==> src/rtl/eth_pkg.sv <==
// Shared constants and types for the Ethernet receive path.
package eth_pkg;

  localparam int unsigned FLIT_BYTES = 8;
  localparam int unsigned HDR_FLITS  = 2;

  // Byte offsets within the 16-byte header
  localparam int unsigned OFF_DST_MAC   = 0;
  localparam int unsigned OFF_SRC_MAC   = 6;
  localparam int unsigned OFF_ETHERTYPE = 12;
  localparam int unsigned OFF_DEST_ID   = 14;
  localparam int unsigned OFF_RSVD      = 15;

  localparam logic [47:0] DEF_MAC_ADDR  = 48'hfa163e55ca02;
  localparam logic [15:0] DEF_ETHERTYPE = 16'h88b5;
  localparam logic [47:0] BCAST_MAC     = '1;

  typedef enum logic [1:0] {
    ST_HDR0    = 2'd0,
    ST_HDR1    = 2'd1,
    ST_PAYLOAD = 2'd2,
    ST_DROP    = 2'd3
  } fsm_state_e;

  // Byte of the current flit that corresponds to header offset hdr_off
  function automatic logic [7:0] flit_byte(input logic [63:0] data, input int unsigned hdr_off);
    return data[8*(hdr_off % FLIT_BYTES) +: 8];
  endfunction

endpackage

==> src/rtl/axis_skid_buf.sv <==
// Two-entry registered skid buffer; ready depends only on internal occupancy.
module axis_skid_buf #(
  parameter int unsigned WIDTH = 73
) (
  input  logic             clk,
  input  logic             rst,
  input  logic [WIDTH-1:0] in_data,
  input  logic             in_valid,
  output logic             in_ready,
  output logic [WIDTH-1:0] out_data,
  output logic             out_valid,
  input  logic             out_ready
);

  logic [WIDTH-1:0] head_q, head_d;
  logic [WIDTH-1:0] tail_q, tail_d;
  logic [1:0]       cnt_q, cnt_d;
  logic             push, pop;

  assign in_ready  = (cnt_q != 2'd2);
  assign out_valid = (cnt_q != 2'd0);
  assign out_data  = head_q;

  // Next-state of the two entries; head is always the egress register
  always_comb begin
    head_d = head_q;
    tail_d = tail_q;
    cnt_d  = cnt_q;
    push   = in_valid && in_ready;
    pop    = out_valid && out_ready;
    unique case ({push, pop})
      2'b10: begin
        if (cnt_q == 2'd0) head_d = in_data;
        else               tail_d = in_data;
        cnt_d = cnt_q + 2'd1;
      end
      2'b01: begin
        head_d = tail_q;
        cnt_d  = cnt_q - 2'd1;
      end
      2'b11: begin
        if (cnt_q == 2'd1) begin
          head_d = in_data;
        end else begin
          head_d = tail_q;
          tail_d = in_data;
        end
      end
      default: ;
    endcase
  end

  // Storage registers
  always_ff @(posedge clk) begin
    if (rst) begin
      head_q <= '0;
      tail_q <= '0;
      cnt_q  <= '0;
    end else begin
      head_q <= head_d;
      tail_q <= tail_d;
      cnt_q  <= cnt_d;
    end
  end

endmodule

==> src/rtl/eth_rx_parser.sv <==
// Strips a two-flit header, filters on address/ethertype, forwards payload.
module eth_rx_parser
  import eth_pkg::*;
#(
  parameter logic [47:0] MAC_ADDR_FPGA = DEF_MAC_ADDR,
  parameter logic [15:0] ETHERTYPE     = DEF_ETHERTYPE,
  parameter logic        ACCEPT_BCAST  = 1'b1
) (
  input  logic        clk,
  input  logic        rst,
  input  logic [63:0] stream_in_DATA,
  input  logic [7:0]  stream_in_KEEP,
  input  logic        stream_in_LAST,
  input  logic        stream_in_VALID,
  output logic        stream_in_READY,
  output logic [63:0] stream_out_DATA,
  output logic [7:0]  stream_out_KEEP,
  output logic        stream_out_LAST,
  output logic        stream_out_VALID,
  input  logic        stream_out_READY,
  output logic [7:0]  stream_out_DEST,
  output logic [47:0] stream_out_SRC_MAC,
  output logic [31:0] pkt_ok_cnt,
  output logic [31:0] pkt_drop_cnt,
  output logic [31:0] pkt_runt_cnt
);

  fsm_state_e  state_q, state_d;
  logic        rdy_en_q;
  logic [47:0] dst_mac_q, dst_mac_d;
  logic [15:0] src_hi_q, src_hi_d;
  logic [7:0]  dest_q, dest_d;
  logic [47:0] src_mac_q, src_mac_d;
  logic        pend_q, pend_d;
  logic [7:0]  pend_dest_q, pend_dest_d;
  logic [47:0] pend_src_q, pend_src_d;
  logic [31:0] ok_cnt_q, ok_cnt_d, drop_cnt_q, drop_cnt_d, runt_cnt_q, runt_cnt_d;

  logic        in_ready, in_hs, ok_inc, drop_inc, runt_inc, addr_ok, pass;
  logic [47:0] hdr_dst;
  logic [15:0] hdr_src_hi, hdr_type;
  logic [31:0] hdr_src_lo;
  logic [7:0]  hdr_dest;
  logic        skid_push, skid_in_ready, skid_out_valid;
  logic [72:0] skid_out_data;

  // Header field extraction, filter, FSM next state and counters
  always_comb begin
    state_d     = state_q;
    dst_mac_d   = dst_mac_q;
    src_hi_d    = src_hi_q;
    dest_d      = dest_q;
    src_mac_d   = src_mac_q;
    pend_d      = pend_q;
    pend_dest_d = pend_dest_q;
    pend_src_d  = pend_src_q;
    ok_inc      = 1'b0;
    drop_inc    = 1'b0;
    runt_inc    = 1'b0;
    skid_push   = 1'b0;
    hdr_dst     = '0;
    hdr_src_hi  = '0;
    hdr_src_lo  = '0;
    hdr_type    = '0;

    for (int unsigned i = 0; i < 6; i++)
      hdr_dst[47-8*i -: 8] = flit_byte(stream_in_DATA, OFF_DST_MAC + i);
    for (int unsigned i = 0; i < 2; i++)
      hdr_src_hi[15-8*i -: 8] = flit_byte(stream_in_DATA, OFF_SRC_MAC + i);
    for (int unsigned i = 0; i < 4; i++)
      hdr_src_lo[31-8*i -: 8] = flit_byte(stream_in_DATA, OFF_SRC_MAC + 2 + i);
    for (int unsigned i = 0; i < 2; i++)
      hdr_type[15-8*i -: 8] = flit_byte(stream_in_DATA, OFF_ETHERTYPE + i);
    hdr_dest = flit_byte(stream_in_DATA, OFF_DEST_ID);

    addr_ok = (dst_mac_q == MAC_ADDR_FPGA) || (ACCEPT_BCAST && (dst_mac_q == BCAST_MAC));
    pass    = addr_ok && (hdr_type == ETHERTYPE);

    // Payload is held off while a new header waits for the old packet to drain
    in_ready = rdy_en_q && ((state_q != ST_PAYLOAD) || (skid_in_ready && !pend_q));
    in_hs    = stream_in_VALID && in_ready;

    if (pend_q && !skid_out_valid) begin
      dest_d    = pend_dest_q;
      src_mac_d = pend_src_q;
      pend_d    = 1'b0;
    end

    unique case (state_q)
      ST_HDR0: if (in_hs) begin
        if (stream_in_LAST) begin
          runt_inc = 1'b1;
        end else begin
          dst_mac_d = hdr_dst;
          src_hi_d  = hdr_src_hi;
          state_d   = ST_HDR1;
        end
      end
      ST_HDR1: if (in_hs) begin
        if (stream_in_LAST) begin
          runt_inc = 1'b1;
          state_d  = ST_HDR0;
        end else if (pass) begin
          state_d = ST_PAYLOAD;
          if (!skid_out_valid) begin
            dest_d    = hdr_dest;
            src_mac_d = {src_hi_q, hdr_src_lo};
          end else begin
            pend_d      = 1'b1;
            pend_dest_d = hdr_dest;
            pend_src_d  = {src_hi_q, hdr_src_lo};
          end
        end else begin
          state_d = ST_DROP;
        end
      end
      ST_PAYLOAD: if (in_hs) begin
        skid_push = (stream_in_KEEP != '0);
        if (stream_in_LAST) begin
          ok_inc  = 1'b1;
          state_d = ST_HDR0;
        end
      end
      ST_DROP: if (in_hs && stream_in_LAST) begin
        drop_inc = 1'b1;
        state_d  = ST_HDR0;
      end
      default: state_d = ST_HDR0;
    endcase

    ok_cnt_d   = ok_cnt_q   + {31'd0, ok_inc   && (ok_cnt_q   != '1)};
    drop_cnt_d = drop_cnt_q + {31'd0, drop_inc && (drop_cnt_q != '1)};
    runt_cnt_d = runt_cnt_q + {31'd0, runt_inc && (runt_cnt_q != '1)};
  end

  // State, header and statistics registers
  always_ff @(posedge clk) begin
    if (rst) begin
      state_q     <= ST_HDR0;
      rdy_en_q    <= 1'b0;
      dst_mac_q   <= '0;
      src_hi_q    <= '0;
      dest_q      <= '0;
      src_mac_q   <= '0;
      pend_q      <= 1'b0;
      pend_dest_q <= '0;
      pend_src_q  <= '0;
      ok_cnt_q    <= '0;
      drop_cnt_q  <= '0;
      runt_cnt_q  <= '0;
    end else begin
      state_q     <= state_d;
      rdy_en_q    <= 1'b1;
      dst_mac_q   <= dst_mac_d;
      src_hi_q    <= src_hi_d;
      dest_q      <= dest_d;
      src_mac_q   <= src_mac_d;
      pend_q      <= pend_d;
      pend_dest_q <= pend_dest_d;
      pend_src_q  <= pend_src_d;
      ok_cnt_q    <= ok_cnt_d;
      drop_cnt_q  <= drop_cnt_d;
      runt_cnt_q  <= runt_cnt_d;
    end
  end

  axis_skid_buf #(.WIDTH(73)) u_skid (
    .clk       (clk),
    .rst       (rst),
    .in_data   ({stream_in_LAST, stream_in_KEEP, stream_in_DATA}),
    .in_valid  (skid_push),
    .in_ready  (skid_in_ready),
    .out_data  (skid_out_data),
    .out_valid (skid_out_valid),
    .out_ready (stream_out_READY)
  );

  assign stream_in_READY    = in_ready;
  assign stream_out_DATA    = skid_out_data[63:0];
  assign stream_out_KEEP    = skid_out_data[71:64];
  assign stream_out_LAST    = skid_out_data[72];
  assign stream_out_VALID   = skid_out_valid;
  assign stream_out_DEST    = dest_q;
  assign stream_out_SRC_MAC = src_mac_q;
  assign pkt_ok_cnt         = ok_cnt_q;
  assign pkt_drop_cnt       = drop_cnt_q;
  assign pkt_runt_cnt       = runt_cnt_q;

endmodule

==> config.mk <==
export PLATFORM = sky130hd
export DESIGN_NAME = eth_rx_parser
export DESIGN_NICKNAME = d
export VERILOG_FILES = /design/src/rtl/eth_pkg.sv /design/src/rtl/axis_skid_buf.sv /design/src/rtl/eth_rx_parser.sv
export SDC_FILE = /design/constraint.sdc
export NUM_CORES = 1
export LEC_CHECK = 0
export CORE_ASPECT_RATIO = 0.7
export CORE_MARGIN = 2
export CORE_UTILIZATION = 41
export CTS_CLUSTER_DIAMETER = 50
export CTS_CLUSTER_SIZE = 40
export DETAILED_ROUTE_END_ITERATION = 7
export DONT_BUFFER_PORTS = 1
export PLACE_DENSITY_LB_ADDON = 0.2
export SLEW_MARGIN = 20
export SYNTH_ARGS = -nofsm -noshare
export SYNTH_HDL_FRONTEND = slang
export SYNTH_SLANG_ARGS = --single-unit
export TNS_END_PERCENT = 1
==> constraint.sdc <==
create_clock -name clk -period 3.5 [get_ports clk]
set_clock_uncertainty 0.15 [all_clocks]
set_input_delay 0.7 -clock clk [delete_from_list [all_inputs] [get_ports clk]]
set_output_delay 0.7 -clock clk [all_outputs]
set_load 0.005 [all_outputs]
# ---- After elaboration in Yosys (flattened, before gate mapping)
# Cells that the tools add are included.
dict set report op_classes {
  addsub 5
  n_eq_ne 24
  muxes 43
  bitwise 1
  n_reduce_logical 28
}
# cell n
set ops {}
lappend ops {{2-to-1 mux 73 bit} 4}
lappend ops {{2-to-1 mux 48 bit} 6}
lappend ops {{one-hot mux 73 bit (3 select lines)} 1}
lappend ops {{one-hot mux 73 bit (2 select lines)} 1}
lappend ops {{adder 32 x 1 -> 32 bit} 3}
lappend ops {{equality test 48 bit, second input constant} 2}
lappend ops {{inequality test 32 bit, second input constant} 3}
lappend ops {{2-to-1 mux 8 bit} 6}
lappend ops {{inequality test 2 bit, second input constant} 10}
lappend ops {{equality test 16 bit, second input constant} 1}
lappend ops {{2-to-1 mux 1 bit} 16}
lappend ops {{2-to-1 mux 2 bit} 7}
lappend ops {{logical AND 1 bit} 11}
lappend ops {{equality test 2 bit, second input constant} 4}
lappend ops {{one-hot mux 2 bit (4 select lines)} 1}
lappend ops {{nonzero test 8 bit} 1}
lappend ops {{equality test 2 x 1 -> 1 bit, second input constant} 3}
lappend ops {{AND reduction 3 bit} 2}
lappend ops {{AND reduction 6 bit} 1}
lappend ops {{nonzero test 2 bit} 3}
lappend ops {{AND reduction 5 bit} 1}
lappend ops {{zero test 2 bit} 2}
lappend ops {{one-hot mux 2 bit (2 select lines)} 1}
lappend ops {{nonzero test 3 bit} 1}
lappend ops {{8 further kinds} 10}
dict set report totals {
  reg_bits 424
  inputBits 77
  output_inout_bits 227
  wordCells 116
}

# ---- Longest topological paths before layout
# Gate-level depths: netlist of run 1.
dict set report depth {
  ltp_word 11
  mapped_depth 13
  mapped_depth_nobuf 12
}

# ---- Cells and area by module
# Synthesis of run 1 repeated with hierarchy kept, for this count alone.
dict set report unflattened {
  hier_cells 2257
  area_unflattened_um2 19167.1
}
# module instances cells_each area_each_um2 seq_area_each_um2
set by_module_without_submodules {}
lappend by_module_without_submodules {eth_rx_parser 1 1441 11930.2 5525.3}
lappend by_module_without_submodules {axis_skid_buf 1 816 7236.9 2962.8}

# ---- Worst setup path after synthesis of run 1
# No wires, ideal clock.
dict set report synth_timing {
  kind {input to register}
  start {input port stream_in_VALID}
  end {register runt_cnt_q[28] (netlist: pkt_runt_cnt[28])}
  setup_time_ns 0.121
  t_arrival_ns 3.088
  t_required_ns 3.229
  setup_slack_ns 0.142
  cell_stages 12
  n_path_buf 2
  path_cell_list {and2_1 > clkbuf_1 > nand3b_1 > a21oi_1 > ha_1 > ha_1 > nand2_1 > or4_1 > or3_1 > clkbuf_1 > nor3_1 > mux2_2}
}
dict set report synth_between {
  elab_chain_len 5
}
# element line_no
set synth_rtl {}
lappend synth_rtl {{from (decl)} eth_rx_parser.sv:14} ;# input logic stream_in_VALID,
lappend synth_rtl {{logical AND 1 bit} eth_rx_parser.sv:81} ;# in_hs = stream_in_VALID && in_ready;
lappend synth_rtl {{2-to-1 mux 1 bit} eth_rx_parser.sv:90} ;# ST_HDR0: if (in_hs) begin
lappend synth_rtl {{2-to-1 mux 1 bit} --}
lappend synth_rtl {{logical AND 1 bit} eth_rx_parser.sv:133} ;# runt_cnt_d = runt_cnt_q + {31'd0, runt_inc && (runt_cnt_q != '1)};
lappend synth_rtl {{adder 32 x 1 -> 32 bit} eth_rx_parser.sv:133}
lappend synth_rtl {{to (signal assigned)} eth_rx_parser.sv:163} ;# runt_cnt_q <= runt_cnt_d;
lappend synth_rtl {{to (decl)} eth_rx_parser.sv:37} ;# logic [31:0] ok_cnt_q, ok_cnt_d, drop_cnt_q, drop_cnt_d, runt_cnt_q, runt_cnt_d;
# No other way between the ends.
# A chain may end at the register's enable or synchronous reset.

# ---- Final worst setup path of run 1
dict set report layout_timing {
  start {register runt_cnt_q[18] (netlist: pkt_runt_cnt[18])}
  end {register runt_cnt_q[28] (netlist: pkt_runt_cnt[28])}
}
dict set report layout_between {
  elab_chain_len 3
}
# element line_no
set layout_rtl {}
lappend layout_rtl {{inequality test 32 bit} eth_rx_parser.sv:133}
lappend layout_rtl {{logical AND 1 bit} eth_rx_parser.sv:133}
lappend layout_rtl {{adder 32 x 1 -> 32 bit *} eth_rx_parser.sv:133}
# Every way passes the cells marked *; elsewhere a longest branch is shown, timed or not.

==> PnR_summary.wiki, run 1 <==
{| class="wikitable"
! Metric !! Value
|-
| Result of the run || finished, final reports clean
|-
| Wire length of the first global-routing pass || 80200 µm
|-
| Maximum number of pins on one net before global-route repair || 372
|-
| Origin of the worst min-delay path || rst
|-
| Data required time of the worst path || 3.76 ns
|-
| Count of distinct cell types in the synthesized netlist || 47
|-
| Final routed wirelength across all metal layers || 51200 µm
|-
| Kind of cell with the highest combined delay on the critical path || simple AND/OR/NAND/NOR gates
|-
| Largest voltage drop on the vdd net || 345 µV
|-
| Clock slew at reported path FFs || 0.08 ns
|-
| Maximum buffer depth of the clock tree || 3
|-
| Synthesis-to-layout area growth || 9.89%
|-
| Buffers added on ports || 0
|-
| Worst setup path class || reg -> reg
|-
| Worst path slowest cell || or4_1
|-
| Global placer's final weighted congestion || 0.860
|-
| Layout cells sized above 1 || 8.73%
|-
| Total gr overflow || 0
|-
| Crit-path cells || and3_1, nand4_1, nor3_1, a21oi_1, ha_1, ha_1, nand2_1, or4_1, or3_1, nor3_1, mux2_2
|-
| Global-route usage over all layers || 22.0%
|-
| Placed wire-length estimate after detailed placement || 32700 µm
|-
| Routed wire length per instance || 19.5 µm
|-
| Critical register-to-register path startpoint || pkt_runt_cnt[18]
|-
| Seq. cell area || 0.00849 mm²
|-
| Commonest cells after routing, fill and taps aside || 425 x nand2_1, 424 x dfxtp_1, 218 x a21oi_1
|-
| Share of the cycle needed by the critical path after routing || 91.1%
|-
| Register bit count reported by yosys || 424
|-
| Startpoint class of the critical path || register
|-
| Proportion of synthesized flip-flops having asynchronous set or reset || 0%
|-
| Class of the tightest hold or removal check || in -> reg
|-
| Prevailing post-synth register cell || dfxtp_1
|-
| Final hold viol count || 0
|-
| Critical path fanouts, max || 7
|-
| Setup violation total in the final timing report || 0
|-
| Hold path depth || 1
|-
| Register-to-register setup slack || 0.31 ns
|-
| Most common library cell in the layout ignoring fill and taps || nand2_1
|-
| Worst hold slack after final layout || 0.105 ns
|-
| TritonCTS clock tree || yes
|-
| Post-route cell area || 0.0196 mm²
|-
| Antenna diode count || 0
|-
| Leakage power total || 6.62 nW
|-
| Synthesized Nets || 2197
|-
| End of the worst register-to-register path || pkt_runt_cnt[28]
|-
| Number of synthesized flops with an enable pin || 0
|-
| Clock Latency Late Sink || 0.54 ns
|-
| CTS hold repair buffers || 0
|-
| Antenna violations before repair || 0
|-
| Count of buffer and inverter cells on the critical path || 0
|-
| Area of the placeable core || 0.0426 mm²
|-
| Via count || 14.8k
|-
| Fillers || 4129
|-
| Starting Density || 41.9%
|-
| Number of nets with antenna violations after detailed routing || 0
|-
| Synthesized area || 0.0178 mm²
|-
| Die outline height || 179 µm
|-
| Buffer type at the clock tree root || clkbuf_16
|-
| Max-cap violations || 0
|-
| 1st-iter DRT viols || 1213
|-
| Num rows || 63
|-
| End point of the worst hold path || pkt_ok_cnt[16]
|-
| RSZ-0062 raised after global routing || no
|-
| Combined area of the multi-input logic cells || 0.00869 mm²
|-
| Number of detailed-routing iterations run before antenna repair || 7
|-
| Number of remaining DRC errors || 0
|-
| Maximum clock rate || 0.314 GHz
|-
| Total negative slack || 0 ns
|-
| Max-slew headroom || 35.7%
|-
| Max H-tree Level || 2
|-
| TritonCTS buffer count || 36
|-
| Net count, final || 2102
|-
| Type of element capturing the critical path || register
|-
| Synth Warn # || 0
|-
| Fin. max-slew vios || 0
|-
| Cell count after synthesis || 2107
|-
| Average cell area after synthesis || 8.47 µm²
|-
| Delay of the slowest cell on the worst path || 0.43 ns
|-
| Number of vias per cell || 5.63
|-
| Shortest clock period the worst path allows after layout || 3.19 ns
|-
| Die outline area || 0.0452 mm²
|-
| PwrDens || 522 mW/mm²
|-
| Seq/Total Area, Yosys || 47.6%
|-
| Total setup buffers inserted after CTS || 0
|-
| Area of placed instances || 0.0184 mm²
|-
| Worst-margin pin slew || 0.964 ns
|-
| Die width || 253 µm
|-
| # IOs || 304
|-
| Via count of the first global-routing pass || 13.7k
|-
| Total clock sinks || 424
|-
| Worst-case reg-to-reg path depth || 11
|-
| Gates resized, CTS repair || 0
|-
| Data arrival, critical path || 3.45 ns
|}
## metal layers
metal  share of wire (%)  wire length, µm  vias up  track usage [%]
met4                 1.8              937        0             4.68
met2                  43            22100      394             33.7
met5                   0                0        -                0
li1                    -                -     7231                -
met3                 7.7             3940       66             5.69
met1                  47            24200     7070             31.2
## area by class of cell
cell class / instances / share of cell area, %
flip-flops and latches: 424 / 43.3
inverters: 18 / 0.370
multi-input cells: 1493 / 44.3
clock buffers: 38 / 4.74
clock inverters: 26 / 1.51
repair buffers: 39 / 2.07
well taps: 585 / 3.73
## how the worst max path moves through the flow
| stage | from | to | slack, ns | depth (start not counted) |
|---|---|---|---|---|
| finish | pkt_runt_cnt[18] | pkt_runt_cnt[28] | 0.31 | 11 |
| global route | pkt_runt_cnt[18] | pkt_runt_cnt[28] | 0.07 | 11 |
| CTS | pkt_runt_cnt[18] | pkt_runt_cnt[28] | 0.33 | 11 |
| detailed placement | stream_in_VALID | pkt_runt_cnt[28] | 0.19 | 10 |
| global placement | stream_in_VALID | pkt_runt_cnt[28] | 0.20 | 10 |
| floorplan | stream_in_VALID | pkt_runt_cnt[28] | 0.14 | 12 |
## power by group
group / total (mW) / internal (mW) / switching [mW]
logic: 0.866 / 0.292 / 0.575
clock network: 4.22 / 2.19 / 2.03
registers: 5.16 / 5.01 / 0.147
## registers in the layout (all words and copies together) (netlist names)
name and count:
pend_src_q 48, src_hi_q 16, state_q 2, u_skid.cnt_q 2, stream_out_DEST 8, pkt_ok_cnt 32, dst_mac_q 48, pkt_runt_cnt 32
pend_dest_q 8, pend_q 1, pkt_drop_cnt 32, u_skid.out_data 73, u_skid.tail_q 73, stream_out_SRC_MAC 48, rdy_en_q 1
## cells in the mapped netlist, types with 7 or more instances
master	instances	share of area, %
a22oi_1	73	3.1
o21ai_0	15	0.42
nor4_1	23	0.81
nand2_1	427	9.0
and2_1	7	0.25
nor3_1	14	0.39
xnor2_1	38	1.9
mux2i_1	56	3.1
xor2_1	32	1.6
or3_1	16	0.56
and3_1	13	0.46
mux2_2	59	3.7
buf_1	10	0.21
o31ai_1	58	2.4
nor2b_1	10	0.35
nand3_1	43	1.2
nand4_1	91	3.2
ha_1	13	0.91
a211oi_1	74	3.1
nor2_1	165	3.5
inv_1	17	0.36
or4_1	15	0.63
dfxtp_1	424	48
a21oi_1	219	6.1
clkbuf_1	156	3.3
## worst reg2reg max path, stage by stage (launching register included)
cell and delay (ns):
dfxtp_1 0.38, and3_1 0.22, nand4_1 0.20, nor3_1 0.09
a21oi_1 0.16, ha_1 0.23, ha_1 0.18, nand2_1 0.05
or4_1 0.43, or3_1 0.43, nor3_1 0.19, mux2_2 0.35
## per-stage QoR
step | utilization, % | worst slack (ns) | std cells | power, mW
global placement | 43.1 | 0.204 | 2559 | 6.12
floorplan | - | 0.142 | 2107 | 5.93
CTS | 46.0 | 0.331 | 2623 | 10.4
detailed placement | 43.1 | 0.194 | 2559 | 6.15
global route | 46.0 | 0.0696 | 2623 | 10.7
finish | 46.0 | 0.313 | 2623 | 10.2
## cell families after synthesis
family | after synthesis | share of synthesized area [%]
fa+ha+maj | 13 | 0.911
mux | 115 | 6.86
simple gates | 846 | 21.3
buf+inv | 190 | 4.23
flops | 424 | 47.6
compound gates | 449 | 15.7
xor+xnor | 70 | 3.43
Note: power is estimated with default switching activity, not from simulation.
==> inputs of run 2 (changes only) <==
--- a/config.mk
+++ b/config.mk
@@ -6,7 +6,6 @@
 export NUM_CORES = 1
 export LEC_CHECK = 0
 export CORE_ASPECT_RATIO = 0.7
-export CORE_MARGIN = 2
 export CORE_UTILIZATION = 41
 export CTS_CLUSTER_DIAMETER = 50
 export CTS_CLUSTER_SIZE = 40
==> PnR_summary.wiki, run 2 (same netlist as run 1, synthesis figures left out) <==
{| class="wikitable"
! Metric !! Value
|-
| TritonCTS clock tree || yes (unchanged)
|-
| Global placer's final weighted congestion || 0.856 (was 0.860)
|-
| Buffer type at the clock tree root || clkbuf_16 (unchanged)
|-
| Fin. max-slew vios || 0 (unchanged)
|-
| Max-slew headroom || 9.18% (was 35.7%)
|-
| Delay of the slowest cell on the worst path || 0.60 ns (was 0.43 ns)
|-
| Cell mode on critical path || ha_1
|-
| Total negative slack || 0 ns (unchanged)
|-
| Number of vias per cell || 5.67 (was 5.63)
|-
| Count of buffer and inverter cells on the critical path || 1 (was 0)
|-
| Final Total Pwr || 10.4 mW (was 10.2 mW)
|-
| Data required time of the worst path || 3.81 ns (was 3.76 ns)
|-
| Clock slew at reported path FFs || 0.07 ns (was 0.08 ns)
|-
| Synthesis-to-layout area growth || 10.1% (was 9.89%)
|-
| Critical path fanouts, max || 8 (was 7)
|-
| Most utilized layer in the global route result || met2 (unchanged)
|-
| Total gr overflow || 0 (unchanged)
|-
| RSZ-0062 raised after global routing || no (unchanged)
|-
| Maximum clock rate || 0.302 GHz (was 0.314 GHz)
|-
| 1st-iter DRT viols || 1122 (was 1213)
|-
| Most common library cell in the layout ignoring fill and taps || nand2_1 (unchanged)
|-
| Shortest clock period the worst path allows after layout || 3.32 ns (was 3.19 ns)
|-
| Starting Density || 41.9% (unchanged)
|-
| Setup violation total in the final timing report || 0 (unchanged)
|-
| Worst-margin pin slew || 1.36 ns (was 0.964 ns)
|-
| Area of placed instances || 0.0184 mm² (about the same)
|-
| GR met3 Demand/Resource || 5.44% (was 5.69%)
|-
| Area of the placeable core || 0.0426 mm² (unchanged)
|-
| Clock Latency Late Sink || 0.55 ns (was 0.54 ns)
|-
| Placed instance count || 2562 (was 2559)
|-
| Fillers || 4171 (was 4129)
|-
| Net count, final || 2106 (was 2102)
|-
| Wire length of the first global-routing pass || 81500 µm (was 80200 µm)
|-
| Class of the tightest hold or removal check || in -> reg (unchanged)
|-
| Post-route cell area || 0.0197 mm² (was 0.0196 mm²)
|-
| Max H-tree Level || 2 (unchanged)
|-
| Placed wire-length estimate after detailed placement || 33100 µm (was 32700 µm)
|-
| Layout cells sized above 1 || 8.92% (was 8.73%)
|-
| Number of remaining DRC errors || 0 (unchanged)
|-
| CTS hold repair buffers || 0 (unchanged)
|-
| TritonCTS buffer count || 37 (was 36)
|-
| Final std cells w/o fill || 2626 (was 2623)
|-
| Startpoint class of the critical path || register (unchanged)
|-
| Buffers added on ports || 0 (unchanged)
|-
| Number of detailed-routing iterations run before antenna repair || 5 (was 7)
|-
| Routed wire length per instance || 19.7 µm (was 19.5 µm)
|-
| Maximum number of pins on one net before global-route repair || 372 (unchanged)
|-
| Num rows || 63 (unchanged)
|-
| Number of nets with antenna violations after detailed routing || 0 (unchanged)
|-
| Maximum buffer depth of the clock tree || 3 (unchanged)
|-
| Via count of the first global-routing pass || 13.8k (was 13.7k)
|-
| M1 GR Usage || 32.2% (was 31.2%)
|-
| Post-Place Worst Slack || 0.159 ns (was 0.194 ns)
|-
| Routing usage on met2 || 35.2% (was 33.7%)
|-
| PwrDens || 528 mW/mm² (was 522 mW/mm²)
|-
| Type of element capturing the critical path || register (unchanged)
|-
| Antenna violations before repair || 0 (unchanged)
|-
| Kind of cell with the highest combined delay on the critical path || simple AND/OR/NAND/NOR gates (unchanged)
|-
| Die width || 251 µm (was 253 µm)
|-
| Global-route usage over all layers || 22.8% (was 22.0%)
|-
| Leakage power total || 6.65 nW (was 6.62 nW)
|-
| Crit-path cells || inv_1, ha_1, nor2_1, nand4_1, a21oi_1, ha_1, ha_1, and2_1, or4b_1, or3_1, a21oi_1 (was and3_1, nand4_1, nor3_1, a21oi_1, ha_1, ha_1, nand2_1, or4_1, or3_1, nor3_1, mux2_2)
|-
| Die outline height || 177 µm (was 179 µm)
|-
| Die outline area || 0.0444 mm² (was 0.0452 mm²)
|-
| Largest voltage drop on the vdd net || 293 µV (was 345 µV)
|-
| Final routed wirelength across all metal layers || 51800 µm (was 51200 µm)
|-
| Share of the cycle needed by the critical path after routing || 94.7% (was 91.1%)
|-
| Final hold viol count || 0 (unchanged)
|-
| Worst path slowest cell || or4b_1 (was or4_1)
|-
| Final setup margin || 0.184 ns (was 0.313 ns)
|-
| Via count || 14.9k (was 14.8k)
|-
| Result of the run || finished, final reports clean (unchanged)
|-
| # IOs || 304 (unchanged)
|-
| Worst setup path class || reg -> reg (unchanged)
|-
| Commonest cells after routing, fill and taps aside || 425 x nand2_1, 424 x dfxtp_1, 218 x a21oi_1 (unchanged)
|-
| Total setup buffers inserted after CTS || 0 (unchanged)
|-
| Data arrival, critical path || 3.63 ns (was 3.45 ns)
|-
| Total clock sinks || 424 (unchanged)
|-
| Max-cap violations || 0 (unchanged)
|-
| Antenna diode count || 0 (unchanged)
|-
| Gates resized, CTS repair || 0 (unchanged)
|}
-- run 2: cell count changes in the layout (fill, tap and decap cells not counted), sizes merged --
| cell | change |
|---|---|
| clkinvlp | +1 |
| clkbuf | +3 |
| clkinv | -1 |
| buf | +3 |
| inv | -3 |
-- run 2: worst register-to-register path, delay by kind of cell (launching register included) --
| family | cells | cell delay [ns] |
|---|---|---|
| AO/OA/AOI/OAI | 2 | 0.29 |
| adder cells (fa/ha/maj) | 3 | 0.61 |
| buffers and inverters | 1 | 0.10 |
| flip-flops | 1 | 0.38 |
| AND/OR/NAND/NOR | 5 | 1.73 |
-- run 2: metal layers --
| layer | vias to the layer above | wire, µm |
|---|---|---|
| li1 | 7280 | - |
| met1 | 7171 | 24800 |
| met2 | 372 | 22700 |
| met3 | 60 | 3500 |
| met4 | 0 | 866 |
| met5 | - | 0 |
-- run 2: stage by stage --
step,hold slack (ns),utilization [%]
6_report,0.100,46.1
5_1_grt,0.0779,46.1
4_1_cts,0.0633,46.1
3_5_place_dp,0.293,43.1
3_3_place_gp,0.289,43.1
2_1_floorplan,0.282,-
-- run 2: layout make-up --
cell class | count | area (µm²) | area share [%]
inverter | 18 | 70.1 | 0.357
sequential | 424 | 8490 | 43.2
clock buffer | 41 | 1000 | 5.11
clock inverter | 23 | 263 | 1.34
tap | 585 | 732 | 3.72
timing repair buffer | 42 | 403 | 2.05
multi-input combinational | 1493 | 8690 | 44.2
-- run 2: path summary, 6_finish.rpt --
kind | startpoint | end | slack [ns] | cells past startpoint
max reg2reg | u_skid.cnt_q[0] | pkt_ok_cnt[26] | 0.18 | 11
min reg2reg | dst_mac_q[9] | dst_mac_q[9] | 0.30 | 2
min | rst | pkt_ok_cnt[12] | 0.10 | 1
max | u_skid.cnt_q[0] | pkt_ok_cnt[26] | 0.18 | 11
-- run 2: report_power, final --
group / switching, mW / leakage, nW / internal [mW]
registers: 0.148 / 3.42 / 5.01
logic: 0.579 / 2.62 / 0.296
clock network: 2.04 / 0.607 / 2.30
==> inputs of run 3 (changes only) <==
--- a/config.mk
+++ b/config.mk
@@ -12,6 +12,7 @@
 export DETAILED_ROUTE_END_ITERATION = 7
 export DONT_BUFFER_PORTS = 1
 export PLACE_DENSITY_LB_ADDON = 0.2
+export SKIP_LAST_GASP = 1
 export SLEW_MARGIN = 20
 export SYNTH_ARGS = -nofsm -noshare
 export SYNTH_HDL_FRONTEND = slang
==> results of run 3 <==
The final DEF is identical to that of run 2; final timing and power are the same.
